`src/rtl/mem_arbiter.sv`:
```
// rtl/mem_arbiter.sv - single-port memory arbiter between instruction fetch and data access
// Data normally wins; a starvation counter forces fetch through, and a wait counter aborts hung accesses.
module mem_arbiter #(
  parameter int unsigned STARVE_LIMIT = 3,
  parameter int unsigned TIMEOUT      = 255
) (
  input  logic        clk,
  input  logic        reset,
  input  logic        if_req,
  input  logic [31:0] pc,
  output logic [31:0] instr,
  output logic        if_valid,
  input  logic        d_req,
  input  logic        wem,
  input  logic [2:0]  rwmm,
  input  logic [31:0] rwam,
  input  logic [31:0] wdm,
  output logic [31:0] rdm,
  output logic        d_valid,
  output logic        mem_req,
  output logic        mem_we,
  output logic [2:0]  mem_mode,
  output logic [31:0] mem_addr,
  output logic [31:0] mem_wdata,
  input  logic [31:0] mem_rdata,
  input  logic        mem_ready,
  output logic        stall_if,
  output logic        stall_ma,
  output logic        bus_err
);

  localparam int SW = (STARVE_LIMIT < 1) ? 1 : $clog2(STARVE_LIMIT + 1);
  localparam int WW = ($clog2(TIMEOUT + 1) > 8) ? $clog2(TIMEOUT + 1) : 8;

  typedef enum logic [1:0] {IDLE, IBUSY, DBUSY} state_t;

  state_t         state_q, state_d;
  logic [SW-1:0]  starve_q, starve_d;
  logic [WW-1:0]  wait_q, wait_d;
  logic           mem_req_q, mem_req_d;
  logic           mem_we_q, mem_we_d;
  logic [2:0]     mem_mode_q, mem_mode_d;
  logic [31:0]    mem_addr_q, mem_addr_d;
  logic [31:0]    mem_wdata_q, mem_wdata_d;
  logic [31:0]    instr_q, instr_d;
  logic [31:0]    rdm_q, rdm_d;
  logic           if_valid_q, if_valid_d;
  logic           d_valid_q, d_valid_d;
  logic           bus_err_q, bus_err_d;
  logic           data_grant;

  assign data_grant = d_req && (!if_req || (starve_q < SW'(STARVE_LIMIT)));

  always_comb begin
    state_d     = state_q;
    starve_d    = starve_q;
    wait_d      = wait_q;
    mem_req_d   = mem_req_q;
    mem_we_d    = mem_we_q;
    mem_mode_d  = mem_mode_q;
    mem_addr_d  = mem_addr_q;
    mem_wdata_d = mem_wdata_q;
    instr_d     = instr_q;
    rdm_d       = rdm_q;
    if_valid_d  = 1'b0;
    d_valid_d   = 1'b0;
    bus_err_d   = 1'b0;
    case (state_q)
      IDLE: begin
        if (data_grant) begin
          mem_we_d    = wem;
          mem_mode_d  = rwmm;
          mem_addr_d  = rwam;
          mem_wdata_d = wdm;
          mem_req_d   = 1'b1;
          wait_d      = '0;
          state_d     = DBUSY;
          if (if_req && (starve_q < SW'(STARVE_LIMIT))) starve_d = starve_q + SW'(1);
        end else if (if_req) begin
          mem_we_d   = 1'b0;
          mem_mode_d = 3'b010;
          mem_addr_d = pc;
          mem_req_d  = 1'b1;
          wait_d     = '0;
          starve_d   = '0;
          state_d    = IBUSY;
        end
      end
      IBUSY, DBUSY: begin
        if (mem_ready) begin
          mem_req_d = 1'b0;
          state_d   = IDLE;
          if (state_q == IBUSY) begin
            if_valid_d = 1'b1;
            instr_d    = mem_rdata;
          end else begin
            d_valid_d = 1'b1;
            if (!mem_we_q) rdm_d = mem_rdata;
          end
        end else if (wait_q == WW'(TIMEOUT - 1)) begin
          // This is the TIMEOUT-th cycle without ready: abort with a zeroed result.
          wait_d    = wait_q + WW'(1);
          mem_req_d = 1'b0;
          bus_err_d = 1'b1;
          state_d   = IDLE;
          if (state_q == IBUSY) begin
            if_valid_d = 1'b1;
            instr_d    = '0;
          end else begin
            d_valid_d = 1'b1;
            rdm_d     = '0;
          end
        end else begin
          wait_d = wait_q + WW'(1);
        end
      end
      default: state_d = IDLE;
    endcase
  end

  always_ff @(posedge clk) begin
    if (reset) begin
      state_q     <= IDLE;
      starve_q    <= '0;
      wait_q      <= '0;
      mem_req_q   <= 1'b0;
      mem_we_q    <= 1'b0;
      mem_mode_q  <= '0;
      mem_addr_q  <= '0;
      mem_wdata_q <= '0;
      instr_q     <= '0;
      rdm_q       <= '0;
      if_valid_q  <= 1'b0;
      d_valid_q   <= 1'b0;
      bus_err_q   <= 1'b0;
    end else begin
      state_q     <= state_d;
      starve_q    <= starve_d;
      wait_q      <= wait_d;
      mem_req_q   <= mem_req_d;
      mem_we_q    <= mem_we_d;
      mem_mode_q  <= mem_mode_d;
      mem_addr_q  <= mem_addr_d;
      mem_wdata_q <= mem_wdata_d;
      instr_q     <= instr_d;
      rdm_q       <= rdm_d;
      if_valid_q  <= if_valid_d;
      d_valid_q   <= d_valid_d;
      bus_err_q   <= bus_err_d;
    end
  end

  assign instr     = instr_q;
  assign rdm       = rdm_q;
  assign if_valid  = if_valid_q;
  assign d_valid   = d_valid_q;
  assign bus_err   = bus_err_q;
  assign mem_req   = mem_req_q;
  assign mem_we    = mem_we_q;
  assign mem_mode  = mem_mode_q;
  assign mem_addr  = mem_addr_q;
  assign mem_wdata = mem_wdata_q;
  assign stall_if  = if_req & ~if_valid_q;
  assign stall_ma  = d_req & ~d_valid_q;

endmodule

```
`config.mk`:
```
export PLATFORM = sky130hd
export DESIGN_NAME = mem_arbiter
export DESIGN_NICKNAME = d
export VERILOG_FILES = /design/src/rtl/mem_arbiter.sv
export SDC_FILE = /design/constraint.sdc
export NUM_CORES = 1
export LEC_CHECK = 0
export BUFFER_PORTS_ARGS = -buffer_cell sky130_fd_sc_hd__buf_2
export CORE_MARGIN = 1.5
export CORE_UTILIZATION = 30
export DETAILED_ROUTE_END_ITERATION = 8
export PLACE_DENSITY = 0.55
export SYNTH_ARGS = -nofsm -noshare
export SYNTH_HDL_FRONTEND = slang
export SYNTH_SLANG_ARGS = --single-unit
```
`constraint.sdc`:
```
create_clock -name clk -period 2.1 [get_ports clk]
set_input_delay 0.105 -clock clk [delete_from_list [all_inputs] [get_ports clk]]
set_output_delay 0.105 -clock clk [all_outputs]
set_load 0.02 [all_outputs]
```
==> impl_metrics.toml <==
[global_route]
antenna_found_initial = 0
gr-total-overflow = 0
grt_pass1_vias = 5401
grt_max_degree = 63
grt_pass1_wl_um = 27300
track_usage_pct = 17.4

[synth]
async_flop_share_pct = 0
syn_area_sq_um = 5670
syn_inst = 616
synth_seq_area_share_pct = 52.3
synth.distinct_cells = 42
ys_ff_latch = 148
synth-edff-count = 0
synthesis.nets = 758
synth.avg_cell_area_sq_um = 9.20
synth_top_flop_cell = "dfxtp_1"
yosysWarnings = 0

[clocking]
cts.path.max_buffers = 2
post-cts-setup-buffer-count = 0
numCtsBuffers = 17
cts_tree = "built"
htreeDepth = 4
clkLatencyLatePin_ns = 0.42
clkTransAtPathRegs_ns = 0.06
cts.sinks = 148
cts-root-buf = "clkbuf_16"

[power_and_ir_drop]
leakage_nw = 3.88
power_frac_seq_pct = 40.6
intPower_mw = 5.54
p_sw_share_pct = 27.5
total_power_mw = 7.64
pwr-share-clk_pct = 40.6
power_switching_mw = 2.10
ir_worst_vdd_mv = 0.558
p_comb_share_pct = 18.8
p_per_area_nw_per_um2 = 890

[timing]
layout_min_cycle_time_ns = 1.86
finalHoldViolCount = 0
maxSlewViolCount = 0
max-slew-margin-rel_pct = 57.5
rsz0062_at_grt = "false"
post-route-period-util_pct = 88.7
finClkSkew_ns = 0.0147
worst-slew-pin-transition_ns = 0.637
finalSetupViolations = 0
finalSetupTns_ns = 0
fmax_ghz = 0.537

[placed_design]
gp_congestion = 0.746
portBuffers = 274
hpwlAfterDp_um = 11400
placed_area_sq_um = 7300

[cells_and_area]
drive_gt1_share_pct = 34.6
fin_area_sq_um = 8580
nFillCells = 1862
multi_input_area_sq_um = 2480
syn2layout_area_growth_pct = 51.4
fin_util_pct = 46.0
diodes = 0
layout_common_cells = "buf_2, dfxtp_1, a21oi_1"
layout_commonest_cell = "buf_2"
ff_latch_area_sq_um = 2960
nNetsFinal = 1079

[hold_path]
hold_depth = 3
hold_class = "in2reg"
holdCritStartpoint = "mem_ready"
holdPathEnd = "instr[31]$_SDFFE_PP0P_"

[setup_path]
worstPathCellList = "inv_1 > ha_2 > nand2b_2 > a21o_1 > or4_1 > a21oi_1"
end_kind = "flop"
cp_slowest_cell = "or4_1"
crit_fanout = 9
r2r_start = "state_q[1]$_SDFFE_PP0P_"
cp.required_ns = 2.45
r2r_slack_ns = 0.24
rr_worst_depth = 6
cp.arrival_ns = 2.21
r2r-end = "wait_q[5]$_SDFFE_PP0P_"
path_class = "reg2reg"
cpPeakStageDelay_ns = 0.48
crit_path_start_kind = "flop"

[detailed_routing]
drt_iter0_drc = 258
ant_nets = 0
dr.pass1.iters = 5
wl_per_cell_um = 14.7
route.detailed.drc = 0
viasPerCell = 4.78
wirelength_um = 17300
vias = 5645

[die]
die_w_um = 140
row_count = 50
die_h_um = 140
die_area_sq_um = 19700
initial_utilization_pct = 30.4
pin_count = 275
coreArea_sq_um = 18600

[outcome]
status = "finished, final reports clean"

[run]
drv_cap = 0
-- area by class of cell --
cell class / instances / share of cell area [%]
flip-flops and latches: 148 / 34.5
clock buffers: 22 / 5.52
well taps: 234 / 3.41
multi-input cells: 408 / 28.9
clock inverters: 8 / 1.46
inverters: 5 / 0.219
repair buffers: 357 / 26.0
-- power by group through the flow --
| stage | combinational (mW) | sequential, mW | clock (mW) |
|---|---|---|---|
| after floorplan | 0.589 | 3.39 | 0 |
| after global placement | 1.34 | 3.16 | 0 |
| after detailed placement | 1.34 | 3.16 | 0 |
| after CTS | 1.44 | 3.10 | 3.20 |
| after global routing | 1.56 | 3.13 | 3.32 |
| final | 1.43 | 3.10 | 3.10 |
-- sequential cells by signal, summed over array words and instances, names as in the netlist --
name,cells
bus_err,1
mem_req,1
state_q,2
instr,32
mem_addr,32
rdm,32
starve_q,2
mem_mode,3
mem_we,1
wait_q,8
d_valid,1
if_valid,1
mem_wdata,32
-- worst max-delay path by stage --
stage                             endpoint  depth (start not counted)                     from  slack [ns]
global placement    wait_q[7]$_SDFFE_PP0P_                          6  state_q[0]$_SDFFE_PP0P_        0.20
floorplan           wait_q[5]$_SDFFE_PP0P_                          6  state_q[0]$_SDFFE_PP0P_        0.30
finish              wait_q[5]$_SDFFE_PP0P_                          6  state_q[1]$_SDFFE_PP0P_        0.24
global route        wait_q[5]$_SDFFE_PP0P_                          6  state_q[0]$_SDFFE_PP0P_        0.04
detailed placement  wait_q[7]$_SDFFE_PP0P_                          6  state_q[0]$_SDFFE_PP0P_        0.16
CTS                 wait_q[7]$_SDFFE_PP0P_                          6  state_q[0]$_SDFFE_PP0P_        0.16
-- critical path, delay by kind of cell, from the launching register on --
| family | cells | cell delay (ns) |
|---|---|---|
| flops | 1 | 0.31 |
| compound gates | 2 | 0.40 |
| buf+inv | 1 | 0.07 |
| fa+ha+maj | 1 | 0.42 |
| simple gates | 2 | 0.60 |
-- cells by family (layout without fill, tap and decap cells) --
| family | after synthesis | in the layout | share of synthesized area (%) |
|---|---|---|---|
| buf+inv | 60 | 392 | 4.42 |
| mux | 32 | 32 | 5.65 |
| xor+xnor | 4 | 4 | 0.618 |
| simple gates | 180 | 180 | 14.4 |
| compound gates | 187 | 187 | 21.5 |
| fa+ha+maj | 5 | 5 | 1.10 |
| flops | 148 | 148 | 52.3 |
-- cells in the mapped netlist (8+ instances only) --
cell | number | area [sq um]
buf_2 | 8 | 40.0
nand3_1 | 35 | 175
a32o_1 | 31 | 310
o21ai_1 | 8 | 40.0
o21ai_0 | 26 | 130
clkbuf_1 | 37 | 139
a211oi_1 | 36 | 270
a21oi_1 | 72 | 360
nor2_1 | 46 | 173
nand2_1 | 70 | 263
dfxtp_1 | 148 | 2960
mux2i_1 | 32 | 320
-- routing by layer --
layer  vias up  routed length [um]  track usage (%)
li1       2857                   -                -
met5         -                   0                0
met4         0                 290             6.09
met2       171                8600             30.7
met1      2597                7530             20.4
met3        20                 919             4.62
-- what timing repair did --
| action | 4_1_cts | 5_1_grt |
|---|---|---|
| endpoints found under the hold margin | 99 | 0 |
| endpoints found under the setup margin | 0 | 1 |
| hold buffers | 68 | 0 |
| gates resized for setup | 0 | 1 |
-- per-stage QoR --
| step | std cells | hold WS [ns] | setup WS, ns |
|---|---|---|---|
| global route | 1182 | 0.0224 | 0.0395 |
| CTS | 1182 | 0.00941 | 0.160 |
| global placement | 1084 | 0.346 | 0.199 |
| floorplan | 616 | 0.241 | 0.296 |
| detailed placement | 1084 | 0.352 | 0.155 |
| finish | 1182 | 0.0229 | 0.236 |
(Power assumes the default switching activity.)
